File: src/rtl/proc_pkg.sv
// rtl/proc_pkg.sv - shared types and constants for the pipelined N-way selector
package proc_pkg;

    localparam int DATA_W = 16;

    typedef enum logic [1:0] {
        ST_EMPTY = 2'd0,
        ST_ONE   = 2'd1,
        ST_TWO   = 2'd2
    } occ_state_t;

    // Legal configurations: 2..16 channels, and the select must reach every channel.
    function automatic bit sel_cfg_ok(input int n, input int sel_w);
        return (n >= 2) && (n <= 16) && ((1 << sel_w) >= n);
    endfunction

endpackage

File: src/rtl/mux_n_comb.sv
// rtl/mux_n_comb.sv - combinational N-way select with out-of-range flag
module mux_n_comb
    import proc_pkg::*;
#(
    parameter int WIDTH = DATA_W,
    parameter int N     = 4,
    parameter int SEL_W = 2
) (
    input  logic [N*WIDTH-1:0] in_bus,
    input  logic [SEL_W-1:0]   sel,
    output logic [WIDTH-1:0]   data,
    output logic               err
);

    if (!sel_cfg_ok(N, SEL_W)) begin : g_bad_cfg
        $error("mux_n_comb: illegal N/SEL_W combination");
    end

    // Unmatched selects fall through to zero data with err raised.
    always_comb begin
        data = '0;
        err  = 1'b1;
        for (int i = 0; i < N; i++) begin
            if (sel == SEL_W'(i)) begin
                data = in_bus[i*WIDTH +: WIDTH];
                err  = 1'b0;
            end
        end
    end

endmodule

File: src/rtl/mux_n_pipe.sv
// rtl/mux_n_pipe.sv - N-way selector with registered valid/ready output and 2-entry skid
module mux_n_pipe
    import proc_pkg::*;
#(
    parameter int WIDTH = DATA_W,
    parameter int N     = 4,
    parameter int SEL_W = 2
) (
    input  logic               clk,
    input  logic               reset_n,
    input  logic [N*WIDTH-1:0] in_bus,
    input  logic [SEL_W-1:0]   sel,
    input  logic               in_valid,
    output logic               in_ready,
    output logic [WIDTH-1:0]   out,
    output logic               out_valid,
    input  logic               out_ready,
    output logic               sel_err
);

    logic [WIDTH-1:0] sel_data;
    logic             sel_data_err;
    logic [WIDTH-1:0] skid_data;
    logic             skid_err;
    logic             skid_valid;
    occ_state_t       state;
    logic             accept;
    logic             consume;

    mux_n_comb #(
        .WIDTH (WIDTH),
        .N     (N),
        .SEL_W (SEL_W)
    ) u_sel (
        .in_bus (in_bus),
        .sel    (sel),
        .data   (sel_data),
        .err    (sel_data_err)
    );

    assign accept  = in_valid && in_ready;
    assign consume = out_valid && out_ready;

    // in_ready and out_valid are registered decodes of the next occupancy,
    // so neither has a combinational path from out_ready.
    always_ff @(posedge clk) begin
        if (!reset_n) begin
            state      <= ST_EMPTY;
            out        <= '0;
            sel_err    <= 1'b0;
            out_valid  <= 1'b0;
            in_ready   <= 1'b1;
            skid_data  <= '0;
            skid_err   <= 1'b0;
            skid_valid <= 1'b0;
        end else begin
            case (state)
                ST_EMPTY: begin
                    if (accept) begin
                        out       <= sel_data;
                        sel_err   <= sel_data_err;
                        out_valid <= 1'b1;
                        state     <= ST_ONE;
                    end
                end
                ST_ONE: begin
                    if (accept && consume) begin
                        out     <= sel_data;
                        sel_err <= sel_data_err;
                    end else if (consume) begin
                        out_valid <= 1'b0;
                        state     <= ST_EMPTY;
                    end else if (accept) begin
                        skid_data  <= sel_data;
                        skid_err   <= sel_data_err;
                        skid_valid <= 1'b1;
                        in_ready   <= 1'b0;
                        state      <= ST_TWO;
                    end
                end
                ST_TWO: begin
                    if (consume) begin
                        out        <= skid_data;
                        sel_err    <= skid_err;
                        skid_valid <= 1'b0;
                        in_ready   <= 1'b1;
                        state      <= ST_ONE;
                    end
                end
                default: begin
                    out_valid  <= 1'b0;
                    in_ready   <= 1'b1;
                    skid_valid <= 1'b0;
                    state      <= ST_EMPTY;
                end
            endcase
        end
    end

endmodule

File: config.mk
export PLATFORM = sky130hd
export DESIGN_NAME = mux_n_pipe
export DESIGN_NICKNAME = d
export VERILOG_FILES = /design/src/rtl/proc_pkg.sv /design/src/rtl/mux_n_comb.sv /design/src/rtl/mux_n_pipe.sv
export SDC_FILE = /design/constraint.sdc
export NUM_CORES = 1
export LEC_CHECK = 0
export CAP_MARGIN = 15
export CORE_MARGIN = 2
export CORE_UTILIZATION = 35
export DETAILED_ROUTE_END_ITERATION = 8
export HOLD_SLACK_MARGIN = 0.06
export PLACE_DENSITY = 0.76
export SETUP_SLACK_MARGIN = 0.3
export SLEW_MARGIN = 25
export SYNTH_ARGS = -nofsm -noshare
export SYNTH_HDL_FRONTEND = slang
export SYNTH_HIERARCHICAL = 1
export SYNTH_SLANG_ARGS = --single-unit
export TNS_END_PERCENT = 1
File: constraint.sdc
create_clock -name clk -period 2.3 [get_ports clk]
set_input_delay 0.46 -clock clk [delete_from_list [all_inputs] [get_ports clk]]
set_output_delay 0.46 -clock clk [all_outputs]
set_load 0.02 [all_outputs]
==> results of run 1 <==
-- worst reg2reg max path: cells and delay by family, from the launching register on --
kind | cells | cell delay, ns
compound gates | 1 | 0.10
flops | 1 | 0.38
mux | 1 | 0.37
simple gates | 1 | 0.84
-- power groups by stage --
stage / clock network (mW) / registers [mW] / logic [mW]
after floorplan: 0 / 0.955 / 0.551
after global placement: 0 / 0.873 / 1.04
after detailed placement: 0 / 0.876 / 1.05
after CTS: 0.501 / 0.861 / 1.06
after global routing: 0.527 / 0.876 / 1.14
final: 0.487 / 0.859 / 1.05
-- cell usage after synthesis --
master,number
o22ai_1,1
and2_1,1
dfxtp_1,38
nor3b_1,1
nor2_1,1
or2b_1,1
and4b_1,1
a21oi_1,18
a2111oi_1,10
buf_1,1
a21boi_1,1
mux2i_1,18
o21ai_0,19
a211o_1,2
nand2_1,1
buf_4,2
a2111oi_0,7
buf_2,8
and3b_1,1
a211oi_2,10
a211oi_1,7
inv_1,1
o31ai_1,1
buf_6,4
mux4_2,10
clkbuf_1,9
a2bb2oi_1,1
or2_2,1
a21bo_2,1
conb_1,1
a21o_1,1
buf_12,1
and4bb_1,1
nand3_1,17
mux4_1,6
inv_2,1
nand3b_1,1
-- worst min-delay path by stage --
| stage | to | slack, ns | startpoint |
|---|---|---|---|
| after floorplan | skid_data[0] | 0.45 | skid_data[0] |
| after global placement | skid_data[0] | 0.46 | skid_data[0] |
| after detailed placement | skid_data[11] | 0.47 | skid_data[11] |
| after CTS | skid_data[2] | 0.48 | skid_data[2] |
| after global routing | skid_data[11] | 0.50 | skid_data[11] |
| final | skid_data[7] | 0.48 | skid_data[7] |
-- per-stage QoR --
| step | cells | cell area [um2] |
|---|---|---|
| final | 367 | 3270 |
| after CTS | 367 | 3270 |
| after global placement | 359 | 3170 |
| after global routing | 367 | 3270 |
| after detailed placement | 359 | 3170 |
| after floorplan | 206 | 2240 |
-- kinds of logic (layout without fill, tap and decap cells) --
kind of cell | after synthesis | after routing | synth area share [%]
multiplexers | 34 | 34 | 25.1
other | 1 | 1 | 0.167
flip-flops | 38 | 38 | 33.9
AND/OR/NAND/NOR | 27 | 27 | 7.09
AO/OA/AOI/OAI | 79 | 79 | 26.3
buffers and inverters | 27 | 111 | 7.37
-- cell type report --
| class | count | area [um2] |
|---|---|---|
| clock inverter | 2 | 12.5 |
| tap | 77 | 96.3 |
| timing repair buffer | 101 | 991 |
| sequential | 38 | 761 |
| clock buffer | 6 | 82.6 |
| multi-input combinational | 141 | 1320 |
| inverter | 2 | 7.51 |
| fill | 579 | 3010 |
-- layer usage --
layer,track usage (%),routed length (um),vias up
li1,-,-,993
met2,28.3,2860,83
met4,7.48,119,0
met1,23.4,2570,971
met3,2.97,366,10
met5,0,0,-
-- state kept, by name, indices dropped and copies added (netlist names) --
signal     count
in_ready       1
out_valid      1
skid_data     16
skid_err       1
state          2
out           16
sel_err        1
==> results.py, run 1 <==
metrics = {
    "outcome": {
        "status": "complete, no violations",
    },
    "setup_path": {
        "cp.required_ns": 2.46,
        "reg2reg_slack_ns": 0.48,
        "cp.arrival_ns": 2.12,
        "worstPathMaxFanout": 16,
        "slowest_delay_ns": 0.62,
        "rr_endpoint": "out[1]",
        "critical_path_buf_inv_count": 2,
        "crit_end": "out[1]",
        "cp.depth": 5,
        "endpoint_kind": "flip-flop",
        "worst_setup_path_start_kind": "input pin",
        "slowest_stage": "mux4_1",
        "cp_top_family": "multiplexers",
        "timing.rr.start": "state[1]",
        "crit_type": "input pin to flip-flop",
        "critical_path.startpoint": "sel[0]",
        "reg2regPathDepth": 3,
        "cp_cell_sequence": "clkdlybuf4s50_1, buf_12, mux4_1, mux2i_1, a211oi_2",
    },
    "detailed_routing": {
        "drcViolationCount": 0,
        "vias_per_cell": 5.60,
        "detail-route-antenna-nets": 0,
        "routed_wl_mm": 5.92,
        "drt_iter0_drc": 140,
        "dr.pass1.iters": 4,
        "vias": 2057,
        "wl_per_cell_um": 16.1,
    },
    "logic_synthesis": {
        "synth_top_area_share_pct": 33.9,
        "synthCells": 206,
        "postSynthRegisterBits": 38,
        "seq_area_frac_synth_pct": 33.9,
        "syn_area_per_cell_um2": 10.9,
        "netlist_area_um2": 2240,
        "synth_area_leaders": "dfxtp_1, mux4_2, mux2i_1",
        "ys_types": 37,
        "ys_warn_count": 6,
        "synth_top_area_cell": "dfxtp_1",
        "synth_nets": 276,
    },
    "layout": {
        "area_growth_pct": 45.8,
        "final_common_cell": "clkdlybuf4s50_1",
        "final_cell_mix": "clkdlybuf4s50_1, dfxtp_1, o21ai_0, mux2i_1, a21oi_1",
        "nNetsFinal": 359,
        "utilization_pct": 52.0,
        "antennaDiodeCount": 0,
        "drive_gt1_share_pct": 15.9,
    },
    "clock_tree": {
        "post_cts_resized": 0,
        "clk_pin_slew_ns": 0.08,
        "post_cts_buffers": 0,
        "cts_buffer_depth": 2,
        "cts_tree": "built",
        "cts_root_buf": "clkbuf_8",
        "hold_buffers": 0,
        "clkSinkCount": 38,
        "numCtsBuffers": 5,
        "htreeDepth": 2,
        "insertion_delay_ns": 0.30,
    },
    "placement": {
        "post-place-ws_ns": 0.0549,
        "gp_congestion": 0.732,
        "dpl.hpwl_mm": 4.44,
        "portBuffers": 88,
    },
    "floorplan": {
        "die_x_um": 84.0,
        "start_util_pct": 35.7,
        "die_h_um": 84.0,
        "rows": 29,
        "floorplan.die_area_um2": 7060,
        "io_pins": 89,
        "coreArea_um2": 6280,
    },
    "flow_run": {
        "drv_cap": 0,
    },
    "timing": {
        "whs_ns": 0.477,
        "relSlewSlack_pct": 33.7,
        "setup_slack_ns": 0.347,
        "post-route-period-util_pct": 84.9,
        "rsz0062_at_grt": "true",
        "finalHoldViolations": 0,
        "fin_setup_tns_ns": 0,
        "final-setup-viol-count": 0,
        "fin_crit_ns": 1.95,
        "skew_ns": 0.00751,
        "fmax_mhz": 512,
        "maxSlewViolCount": 0,
        "tightestPinTransition_ns": 0.994,
    },
    "pwr": {
        "netSwitchingFraction_pct": 35.8,
        "p_per_area_nw_per_um2": 734,
        "p_total_mw": 2.40,
        "seq_power_share_pct": 35.8,
        "p_clk_share_pct": 20.3,
        "ir_worst_vdd_v": 0.000466,
        "p_switching_mw": 0.858,
        "leakage_nw": 1.23,
        "power_frac_comb_pct": 43.9,
        "p_int_mw": 1.54,
    },
    "global_routing": {
        "overflow": 0,
        "grt_start_max_net_pins": 20,
        "grtUsageTotal_pct": 17.6,
        "grt_pass1_vias": 2036,
        "antenna_found_initial": 0,
        "grt_pass1_wl_mm": 9.98,
    },
    "min_path": {
        "whs_path_depth": 2,
        "hold_class": "flip-flop to flip-flop",
    },
}
(Power assumes the default switching activity.)
==> inputs of run 2 (changes only) <==
- clock period: 2.3 -> 1.8 ns (I/O delays scaled with it)
==> run 2 against run 1 <==
  * Total power rose by 33%
  * Largest power group unchanged
  * Worst setup slack got worse by 0.23 ns
  * Sequential share of layout area fell by 1.2 points
  * Die area did not move
  * Clock skew rose by 0.00078 ns
  * Register-to-register slack got worse by 0.30 ns
  * Sequential cell count did not move
  * Sequential power rose by 29%
  * Clock-buffer cell count did not move
  * Largest cell class unchanged
  * First-iteration DRC count fell by 42%
  * Cell area rose by 5.6%
==> results.py, run 2 (synthesized netlist as in run 1, its figures left out) <==
metrics = {
    "global_routing": {
        "overflow": 0,
        "antenna_found_initial": 0,
        "grtUsageTotal_pct": 17.0,
        "grt_pass1_vias": 2084,
        "grt_start_max_net_pins": 22,
        "grt_pass1_wl_mm": 9.87,
    },
    "setup_path": {
        "worst_setup_path_start_kind": "flip-flop",
        "reg2regPathDepth": 4,
        "cp.depth": 1,
        "cp_cell_sequence": "clkdlybuf4s50_1",
        "worstPathMaxFanout": 2,
        "endpoint_kind": "primary output",
        "crit_end": "out[1]",
        "rr_endpoint": "out[2]",
        "cp_top_family": "buffers and inverters",
        "cp.required_ns": 1.44,
        "reg2reg_slack_ns": 0.18,
        "crit_type": "flip-flop to primary output",
        "critical_path.startpoint": "out[1]",
        "critical_path_buf_inv_count": 1,
        "slowest_delay_ns": 0.64,
        "cp.arrival_ns": 1.32,
        "timing.rr.start": "state[1]",
        "slowest_stage": "clkdlybuf4s50_1",
    },
    "timing": {
        "rsz0062_at_grt": "true",
        "post-route-period-util_pct": 93.2,
        "setup_slack_ns": 0.122,
        "final-setup-viol-count": 0,
        "fin_setup_tns_ns": 0,
        "fin_crit_ns": 1.68,
        "skew_ns": 0.00829,
        "fmax_mhz": 596,
        "maxSlewViolCount": 0,
        "finalHoldViolations": 0,
    },
    "outcome": {
        "status": "complete, no violations",
    },
    "floorplan": {
        "start_util_pct": 35.7,
        "coreArea_um2": 6280,
        "floorplan.die_area_um2": 7060,
        "die_x_um": 84.0,
        "io_pins": 89,
        "rows": 29,
        "die_h_um": 84.0,
    },
    "detailed_routing": {
        "vias": 2100,
        "dr.pass1.iters": 4,
        "drt_iter0_drc": 81,
        "drcViolationCount": 0,
        "routed_wl_mm": 5.91,
        "wl_per_cell_um": 15.6,
        "detail-route-antenna-nets": 0,
        "vias_per_cell": 5.56,
    },
    "layout": {
        "reg.largest.list": "out (16), skid_data (16), state (2)",
        "design_area_um2": 3450,
        "antennaDiodeCount": 0,
        "area_growth_pct": 53.9,
        "final_cell_mix": "clkdlybuf4s50_1, dfxtp_1, buf_4, o21ai_0",
        "nNetsFinal": 370,
        "final_common_cell": "clkdlybuf4s50_1",
        "fin_cells": 378,
        "drive_gt1_share_pct": 21.6,
    },
    "placement": {
        "gp_congestion": 0.747,
        "placed_area_um2": 3320,
        "dpl.hpwl_mm": 4.47,
        "dp_cells": 369,
        "portBuffers": 88,
        "post-place-ws_ns": -0.274,
    },
    "pwr": {
        "leakage_nw": 1.34,
        "ir_worst_vdd_v": 0.000391,
        "p_total_mw": 3.19,
        "p_per_area_nw_per_um2": 924,
    },
    "clock_tree": {
        "cts_buffer_depth": 2,
        "post_cts_buffers": 0,
        "clkSinkCount": 38,
        "cts_tree": "built",
        "htreeDepth": 2,
        "insertion_delay_ns": 0.29,
        "clk_pin_slew_ns": 0.08,
        "numCtsBuffers": 5,
        "cts_root_buf": "clkbuf_8",
    },
    "min_path": {
        "hold_class": "flip-flop to flip-flop",
        "worstHoldStart": "skid_data[11]",
    },
    "flow_run": {
        "drv_cap": 0,
    },
}
## run 2: cell type report
class / instances / area (um2)
fillers: 548 / 2830
multi-input cells: 141 / 1370
repair buffers: 112 / 1120
flip-flops and latches: 38 / 761
well taps: 77 / 96.3
clock buffers: 6 / 82.6
clock inverters: 2 / 12.5
inverters: 2 / 7.51
## run 2: worst min-delay path, delay by kind of cell (launching register included)
| kind | cells | cell delay (ns) |
|---|---|---|
| AO/OA/AOI/OAI | 2 | 0.12 |
| flip-flops | 1 | 0.31 |
## run 2: worst min path at each step
| stage | to | cells after the start | slack (ns) |
|---|---|---|---|
| 3_3_place_gp | skid_data[1] | 2 | 0.46 |
| 3_5_place_dp | skid_data[11] | 2 | 0.47 |
| 2_1_floorplan | in_ready | 1 | 0.44 |
| 4_1_cts | skid_data[11] | 2 | 0.48 |
| 5_1_grt | skid_data[8] | 2 | 0.50 |
| 6_report | skid_data[11] | 2 | 0.48 |
## run 2: routing by layer
layer  global-route usage, %  up-vias  part of all wire, %
met1                    23.2      989                   47
met5                       0        -                    0
met4                    4.55        0                  1.1
met2                    27.8       88                   46
met3                    2.97        6                  5.7
li1                        -     1017                    -
## run 2: stage by stage
step	hold WS, ns	utilization, %
floorplan	0.436	-
detailed placement	0.465	52.9
CTS	0.476	54.9
finish	0.476	54.9
global route	0.504	54.9
global placement	0.459	52.9
## run 2: where the power goes
part	total (mW)	internal (mW)	switching [mW]
clock network	0.611	0.308	0.303
logic	1.47	0.752	0.717
registers	1.11	0.991	0.116
total	3.19	2.05	1.14
## run 2: what timing repair did
| action | 4_1_cts | 5_1_grt |
|---|---|---|
| setup endpoints to repair | 52 | 50 |
| cloned | 1 | 0 |
| gates resized for setup | 2 | 1 |
| hold buffers | 0 | 0 |
